[src/rtl/fm_sweep_ctrl.sv]
// Frequency-sweep controller: sawtooth/triangle/single-shot NCO increment word.
// Define FMC_DITHER_EN to add LFSR dither LSBs onto dout.
module fm_sweep_ctrl #(
  parameter int DSIZE     = 20,
  parameter int IDXW      = 8,
  parameter int DIVW      = 12,
  parameter int DITH_BITS = 4
) (
  input  logic             inc,
  input  logic             rst,
  input  logic             run,
  input  logic [DSIZE-1:0] cfg_start,
  input  logic [DSIZE-1:0] cfg_step,
  input  logic [IDXW-1:0]  cfg_npts,
  input  logic [DIVW-1:0]  cfg_div,
  input  logic [1:0]       cfg_mode,
  output logic [DSIZE-1:0] dout,
  output logic             update,
  output logic             wrap,
  output logic             busy
);

  typedef enum logic [1:0] {
    IDLE = 2'd0,
    UP   = 2'd1,
    DN   = 2'd2,
    HOLD = 2'd3
  } state_t;

  state_t           state;
  state_t           st_n;
  logic [DSIZE-1:0] acc;
  logic [DSIZE-1:0] acc_n;
  logic [IDXW-1:0]  idx;
  logic [IDXW-1:0]  idx_n;
  logic [DIVW-1:0]  div;
  logic [DIVW-1:0]  div_n;
  logic             upd_n;
  logic             wrp_n;
  logic             load;

  logic [DSIZE-1:0] s_start;
  logic [DSIZE-1:0] s_step;
  logic [IDXW-1:0]  s_npts;
  logic [DIVW-1:0]  s_div;
  logic [1:0]       s_mode;

  logic [DITH_BITS-1:0] dith;

  logic last;
  logic is_tri;
  logic is_shot;
  logic dn_step;
  logic up_inc;
  logic up_hold;
  logic up_turn;
  logic up_rld;

  assign last    = (idx == s_npts);
  assign is_tri  = (s_mode == 2'd1);
  assign is_shot = (s_mode == 2'd2);

  // exactly one of these is set whenever a step action fires
  assign dn_step = (state == DN);
  assign up_inc  = (state == UP) && !last;
  assign up_hold = (state == UP) && last && is_shot;
  assign up_turn = (state == UP) && last && is_tri &&
                   (s_npts != '0);
  assign up_rld  = (state == UP) && last && !is_shot &&
                   !(is_tri && (s_npts != '0));

  always_comb begin
    st_n  = state;
    acc_n = acc;
    idx_n = idx;
    div_n = div;
    upd_n = 1'b0;
    wrp_n = 1'b0;
    load  = 1'b0;
    unique case (state)
      IDLE: begin
        if (run) begin
          load  = 1'b1;
          st_n  = UP;
          acc_n = cfg_start;
          idx_n = '0;
          div_n = '0;
          upd_n = 1'b1;
          wrp_n = 1'b1;
        end
      end
      UP, DN: begin
        if (!run) begin
          st_n = IDLE;
        end else if (div != s_div) begin
          div_n = div + DIVW'(1);
        end else begin
          div_n = '0;
          unique case (1'b1)
            dn_step: begin
              idx_n = idx - IDXW'(1);
              acc_n = acc - s_step;
              upd_n = 1'b1;
              if (idx == IDXW'(1)) begin
                st_n  = UP;
                wrp_n = 1'b1;
              end
            end
            up_inc: begin
              idx_n = idx + IDXW'(1);
              acc_n = acc + s_step;
              upd_n = 1'b1;
            end
            up_hold: begin
              st_n = HOLD;
            end
            up_turn: begin
              st_n  = DN;
              idx_n = idx - IDXW'(1);
              acc_n = acc - s_step;
              upd_n = 1'b1;
            end
            up_rld: begin
              idx_n = '0;
              acc_n = s_start;
              upd_n = 1'b1;
              wrp_n = 1'b1;
            end
          endcase
        end
      end
      HOLD: begin
        if (!run) st_n = IDLE;
      end
    endcase
  end

`ifdef FMC_DITHER_EN
  logic [15:0] lfsr;
  logic [15:0] lfsr_n;

  assign lfsr_n = {lfsr[14:0],
                   lfsr[15] ^ lfsr[13] ^ lfsr[12] ^ lfsr[10]};
  assign dith   = lfsr_n[DITH_BITS-1:0];

  always_ff @(posedge inc or posedge rst) begin
    if (rst) lfsr <= 16'hACE1;
    else     lfsr <= lfsr_n;
  end
`else
  assign dith = '0;
`endif

  always_ff @(posedge inc or posedge rst) begin
    if (rst) begin
      state   <= IDLE;
      acc     <= '0;
      idx     <= '0;
      div     <= '0;
      dout    <= '0;
      update  <= 1'b0;
      wrap    <= 1'b0;
      busy    <= 1'b0;
      s_start <= '0;
      s_step  <= '0;
      s_npts  <= '0;
      s_div   <= '0;
      s_mode  <= '0;
    end else begin
      state  <= st_n;
      acc    <= acc_n;
      idx    <= idx_n;
      div    <= div_n;
      update <= upd_n;
      wrap   <= wrp_n;
      busy   <= (st_n == UP) || (st_n == DN);
      dout   <= acc_n + DSIZE'(dith);
      if (load) begin
        s_start <= cfg_start;
        s_step  <= cfg_step;
        s_npts  <= cfg_npts;
        s_div   <= cfg_div;
        s_mode  <= cfg_mode;
      end
    end
  end

endmodule

[config.mk]
export PLATFORM = sky130hd
export DESIGN_NAME = fm_sweep_ctrl
export DESIGN_NICKNAME = d
export VERILOG_FILES = /design/src/rtl/fm_sweep_ctrl.sv
export SDC_FILE = /design/constraint.sdc
export NUM_CORES = 1
export LEC_CHECK = 0
export ABC_AREA = 1
export BUFFER_PORTS_ARGS = -buffer_cell sky130_fd_sc_hd__buf_4
export CAP_MARGIN = 20
export CORE_MARGIN = 2
export CORE_UTILIZATION = 55
export CTS_BUF_LIST = sky130_fd_sc_hd__clkbuf_16
export DETAILED_ROUTE_END_ITERATION = 8
export PLACE_DENSITY = 0.83
export SYNTH_ARGS = -nofsm -noshare
export SYNTH_HDL_FRONTEND = slang
export SYNTH_SLANG_ARGS = --single-unit
export TNS_END_PERCENT = 50
[constraint.sdc]
create_clock -name inc -period 4.9 [get_ports inc]
set_input_delay 0.98 -clock inc [delete_from_list [all_inputs] [get_ports inc]]
set_output_delay 0.98 -clock inc [all_outputs]
set_load 0.1 [all_outputs]
==> metrics.md, run 1 <==
| Metric | Value |
|---|---|
| Actual slew at the worst max-slew pin | 1.04 ns |
| Clock buffer count from CTS | 9 |
| Worst Path Required | 5.20 ns |
| Seq/Total Area, Yosys | 38.4% |
| Slew headroom | 30.7% |
| Residual DRC | 0 |
| Slew Viols, Final | 0 |
| Fillers | 1172 |
| Remaining antenna violation count | 0 |
| Max cap viols | 0 |
| Initial antenna violation count | 0 |
| Vias in the first global route | 6370 |
| Clock Path Buffers | 2 |
| Fin crit share | 77.2% |
| Vias/cell | 5.37 |
| Post-synth top area cell | dfrtp_1 |
| Worst skew pair latency | 0.36 ns |
| Syn-to-layout area delta | 15.0% |
| HP Start | s_start[2] |
| Vias | 6392 |
| CTS resizes | 0 |
| DIE HEIGHT | 117 um |
| Initial Utilization | 55.7% |
| Mux cell area share after synthesis | 3.23% |
| Final TNS setup | 0 ns |
| Xor/xnor cell area share of the yosys netlist | 6.66% |
| Final hold vios | 0 |
| Die Area | 0.0136 mm2 |
| CTS tree | done |
| Ant diodes | 0 |
| Setup ws final | 1.12 ns |
| Postcts setup bufs | 0 |
| H-tree depth | 3 |
| DP Area | 0.00772 mm2 |
| Largest family of logic cells by synthesized area | simple AND/OR/NAND/NOR gates |
| IO Count | 88 |
| Syn avg cell area | 7.42 um2 |
| Hold endpoint | s_start[2] |
| Crit. End Element | flop |
| Core Box Area | 0.0125 mm2 |
| All-Layer GR Usage | 28.6% |
| Mapped Nets | 1034 |
| Synth top area share | 38.4% |
| Adder-Cell Fraction of Synth Area | 5.31% |
| Mapped Cells | 940 |
| Share of cells above drive strength 1 | 14.8% |
| Nets@finish | 1108 |
| DR iter-0 viols | 467 |
| Worst slack, placed | 1.20 ns |
| CP Class | flop to flop |
| WHS Path Cells | 2 |
| RSZ-0062 raised after global routing | no |
| Synth top cells by count | nand2_1, nor2_1, dfrtp_1 |
| Most frequent cell after synthesis | nand2_1 |
| Netlist Area Pre-Place | 0.00697 mm2 |
| Die width | 117 um |
| Largest net degree at the start of global routing | 101 |
| CTS sink cnt | 107 |
| Worst r2r path cells | 23 |
| Top FF cell, synth | dfrtp_1 |
| WL/cell | 15.3 um |
| Post-route cell area | 0.00802 mm2 |
| Worst Skew | 0.0106 ns |
| Synth unique cells | 42 |
| Main area contributors after synthesis | dfrtp_1, nand2_1, nor2_1 |
| Share of async-settable or async-resettable flops after synthesis | 100% |
| Worst-path clk slew | 0.07 ns |
| Seq cells post-synth | 107 |
| DRT Pass-1 Iters | 5 |
| R2R Path End | acc[13] |
| First-pass GRT wire length | 30500 um |
| Crit-path max FO | 17 |
| WP data arrival | 4.08 ns |
| Final setup fails | 0 |
| FP Rows | 41 |
| Number of flops mapped to enable cells by yosys | 0 |
| Synth Area in Simple Gates | 27.7% |
| Overflow after GRT | 0 |
| Routability Congestion | 0.962 |
| FF-to-FF setup slack | 1.12 ns |
| Crit start category | flop |
| Post-DP HPWL | 13300 um |
| Synth Area in Compound Gates | 11.4% |
| Synth warn | 0 |
| Final WL | 18200 um |
| Crit path time final | 3.78 ns |
| Root buf cell | clkbuf_16 |
| Max Fclk | 264 MHz |
| Reg2Reg Launch Point | idx[7] |
| Outcome | complete, no violations |
| Worst hold path class | flop to flop |
| Port bufs | 87 |
| CTS Hold Buffers Added | 0 |
==> critical path, cell delays in order (launching register included) <==
cell and delay [ns]:
dfrtp_1 0.42, inv_1 0.10, nand2_1 0.08, nand2_1 0.05
nor2_1 0.10, nand2_1 0.11, nor2_4 0.18, nand3_2 0.15
nand2_4 0.22, nor2_1 0.08, xor2_1 0.14, ha_1 0.38
a21oi_1 0.12, nand2_1 0.15, inv_1 0.10, o21ai_0 0.52
nand3b_1 0.20, nand2_1 0.10, nand2_1 0.05, nand2_1 0.05
nor2_1 0.04, o21ai_0 0.15, nand2_1 0.12, nand2_1 0.08
==> flip-flops by register name, summed over array words and instances (netlist names) <==
register	flops
wrap	1
idx	8
s_npts	8
div	12
s_step	20
s_start	20
state	2
s_mode	2
update	1
acc	20
s_div	12
busy	1
==> worst max path at each step <==
stage,from,endpoint,slack [ns]
global route,idx[3],acc[13],0.73
finish,idx[7],acc[13],1.12
CTS,idx[6],acc[9],1.17
global placement,idx[6],acc[9],1.22
detailed placement,idx[7],acc[9],1.20
floorplan,rst,acc[0],1.10
==> per-stage QoR <==
stage	utilization [%]	hold slack, ns	instances
finish	64.1	0.483	1191
global route	64.1	0.511	1191
CTS	64.1	0.481	1191
detailed placement	61.7	0.464	1175
global placement	61.7	0.454	1175
floorplan	-	0.442	940
==> cells in the final DEF (no fill, tap or decap), types with 2 or more instances in the layout <==
| cell type | n |
|---|---|
| nand2_1 | 251 |
| nor2_1 | 116 |
| dfrtp_1 | 107 |
| buf_4 | 91 |
| inv_1 | 85 |
| a21oi_1 | 66 |
| nand3_1 | 49 |
| o21ai_0 | 45 |
| xor2_1 | 35 |
| ha_1 | 28 |
| mux2_2 | 20 |
| nor3_1 | 19 |
| xnor2_1 | 18 |
| nand4_1 | 12 |
| o21ai_1 | 10 |
| clkbuf_16 | 9 |
| inv_2 | 7 |
| o22ai_1 | 6 |
| a31oi_1 | 3 |
| a21o_1 | 3 |
| nand2_4 | 3 |
| nor2_2 | 3 |
| a21oi_2 | 3 |
| inv_8 | 3 |
| o21bai_1 | 2 |
| or2_2 | 2 |
| nor4_1 | 2 |
| nand3b_1 | 2 |
| o21a_1 | 2 |
==> cell families after synthesis <==
kind of cell	Yosys count
xor gates and xnor gates	53
muxes	20
buffers and inverters	121
AOI/OAI and AO/OA	146
and+or+nand+nor	464
adders and majority gates	29
DFF	107
==> layout make-up <==
| cell class | instances | area [um2] | share of cell area [%] |
|---|---|---|---|
| tap | 172 | 215 | 2.68 |
| timing repair buffer | 91 | 683 | 8.52 |
| clock buffer | 9 | 225 | 2.81 |
| sequential | 107 | 2680 | 33.4 |
| clock inverter | 7 | 67.6 | 0.843 |
| inverter | 93 | 352 | 4.39 |
| multi-input combinational | 712 | 3800 | 47.4 |
==> layer usage <==
layer	wire length, um	part of all wire (%)	vias up	track usage (%)
met5	0	0	-	0
met4	359	2.0	0	9.02
met3	986	5.4	36	4.00
met2	8710	48	196	48.1
met1	8110	45	2968	38.6
li1	-	-	3192	-
Power of run 1 is not shown: default switching activity piles up to over one toggle a cycle in this logic, so the estimate is an artifact.
==> run 2: changes to the inputs <==
--- a/config.mk
+++ b/config.mk
@@ -9,10 +9,10 @@
 export BUFFER_PORTS_ARGS = -buffer_cell sky130_fd_sc_hd__buf_4
 export CAP_MARGIN = 20
 export CORE_MARGIN = 2
-export CORE_UTILIZATION = 55
+export CORE_UTILIZATION = 53
 export CTS_BUF_LIST = sky130_fd_sc_hd__clkbuf_16
 export DETAILED_ROUTE_END_ITERATION = 8
-export PLACE_DENSITY = 0.83
+export PLACE_DENSITY = 0.84
 export SYNTH_ARGS = -nofsm -noshare
 export SYNTH_HDL_FRONTEND = slang
 export SYNTH_SLANG_ARGS = --single-unit
==> constraint.sdc (replaced) <==
create_clock -name inc -period 3.2 [get_ports inc]
set_input_delay 0.64 -clock inc [delete_from_list [all_inputs] [get_ports inc]]
set_output_delay 0.64 -clock inc [all_outputs]
set_load 0.1 [all_outputs]
==> metrics.md, run 2 (same netlist as run 1, synthesis figures left out) <==
| Metric | Value |
|---|---|
| DRT Pass-1 Iters | 5 |
| Register area | 0.00268 mm2 |
| Ant diodes | 0 |
| Outcome | complete, no violations |
| Setup ws final | 0.0209 ns |
| RSZ-0062 raised after global routing | yes |
| WL/cell | 15.6 um |
| Worst slack, placed | -0.0730 ns |
| Largest net degree at the start of global routing | 101 |
| Initial antenna violation count | 0 |
| Area of the multi-input gates | 0.00400 mm2 |
| DR iter-0 viols | 582 |
| Fillers | 1085 |
| CP Class | flop to flop |
| Crit path time final | 3.18 ns |
| Max Fclk | 315 MHz |
| Nets@finish | 1164 |
| Cell Count, Final, Fillers Out | 1247 |
| Syn-to-layout area delta | 24.9% |
| CTS tree | done |
| Most used cell, CP | nand2_1 |
| Crit start category | flop |
| Routability Congestion | 0.944 |
| DP Area | 0.00811 mm2 |
| FF-to-FF setup slack | 0.02 ns |
| Worst Skew | 0.0179 ns |
| CP bufs+invs | 3 |
| Root buf cell | clkbuf_16 |
| Worst skew pair latency | 0.37 ns |
| Cell Chain, Critical Path | inv_1 -> nand2_1 -> nand2_1 -> nor2_1 -> nand2_1 -> nor2_4 -> nand3_2 -> nand2_4 -> buf_6 -> nor2_1 -> xor2_1 -> ha_1 -> buf_4 -> nand2_2 -> nor2_1 -> nand3_1 -> nand2_1 -> xnor2_2 -> nand2_1 -> nand2_1 -> o21ai_2 -> nand2_2 -> nand2_1 |
| Residual DRC | 0 |
| Initial Utilization | 54.8% |
| Final setup fails | 0 |
| Final TNS setup | 0 ns |
| Post-route cell area | 0.00871 mm2 |
| Final WL | 19400 um |
| Cell family with most CP delay | simple AND/OR/NAND/NOR gates |
| CP max stage delay | 0.39 ns |
| Post-DP HPWL | 14000 um |
| Crit. End Element | flop |
| Most common cell after layout, fill and taps aside | nand2_1 |
| Most frequent cells in the layout | nand2_1, buf_4, dfrtp_1 |
| Largest regs | acc: 20 flops, s_start: 20 flops, s_step: 20 flops |
| Overflow after GRT | 0 |
| Fin crit share | 99.3% |
| Port bufs | 87 |
| Core Box Area | 0.0127 mm2 |
| Share of cells above drive strength 1 | 23.6% |
| Worst Path Required | 3.45 ns |
| CTS Hold Buffers Added | 0 |
| Placed Cells | 1223 |
| Remaining antenna violation count | 0 |
| IO Count | 88 |
| DIE HEIGHT | 119 um |
| Clock buffer count from CTS | 9 |
| Actual slew at the worst max-slew pin | 0.620 ns |
| Die width | 119 um |
| Crit-path max FO | 6 |
| Final hold vios | 0 |
| Clock Path Buffers | 2 |
| Slew headroom | 58.5% |
| Worst-path clk slew | 0.08 ns |
| Vias in the first global route | 6724 |
| Vias | 6814 |
| H-tree depth | 3 |
| CTS sink cnt | 107 |
| Slew Viols, Final | 0 |
| Die Area | 0.0141 mm2 |
| First-pass GRT wire length | 31600 um |
| Max cap viols | 0 |
| WP data arrival | 3.42 ns |
| Worst hold path class | primary input to asynchronous set/reset pin |
| All-Layer GR Usage | 28.0% |
| Critical Path Slowest Stage Cell | dfrtp_1 |
| FP Rows | 41 |
| Vias/cell | 5.46 |
-- run 2: cell type report --
class / instances / share of cell area, %
Clock buffer: 9 / 2.59
Clock inverter: 7 / 1.21
Inverter: 93 / 4.05
Multi-Input combinational cell: 712 / 45.9
Sequential cell: 107 / 30.8
Tap cell: 172 / 2.47
Timing Repair Buffer: 147 / 13.0
-- run 2: repair_timing --
item	in CTS	in global routing
setup endpoints to repair	6	15
buffers inserted	1	7
resized for setup	5	61
pin swaps	0	30
gates cloned	0	0
-- run 2: worst paths after layout --
kind | cells past startpoint | end | startpoint
max in group asynchronous | 3 | acc[12] | rst
min in group inc | 2 | s_start[8] | s_start[8]
setup reg to reg | 23 | acc[12] | idx[1]
setup / recovery | 23 | acc[12] | idx[1]
hold reg to reg | 2 | s_start[8] | s_start[8]
hold / removal | 2 | s_npts[5] | rst
-- run 2: routing by layer --
layer | vias to the layer above | track usage [%] | wire length, um
li1 | 3300 | - | -
met1 | 3171 | 35.3 | 8040
met2 | 285 | 46.9 | 9450
met3 | 58 | 5.12 | 1280
met4 | 0 | 12.1 | 660
met5 | - | 0 | 0
-- run 2: metrics by stage --
stage	util [%]	hold slack [ns]
6_report	68.4	0.313
3_3_place_gp	63.8	0.454
4_1_cts	66.6	0.325
3_5_place_dp	63.8	0.460
5_1_grt	68.4	0.353
2_1_floorplan	-	0.442
-- run 2: worst reg2reg max path, stage by stage (launching register included) --
cell     delay (ns)
dfrtp_1        0.39
inv_1          0.07
nand2_1        0.05
nand2_1        0.05
nor2_1         0.12
nand2_1        0.12
nor2_4         0.13
nand3_2        0.10
nand2_4        0.14
buf_6          0.15
nor2_1         0.05
xor2_1         0.17
ha_1           0.35
buf_4          0.14
nand2_2        0.09
nor2_1         0.22
nand3_1        0.11
nand2_1        0.13
xnor2_2        0.13
nand2_1        0.08
nand2_1        0.08
o21ai_2        0.07
nand2_2        0.08
nand2_1        0.06
Power of run 2 is left out for the same reason.
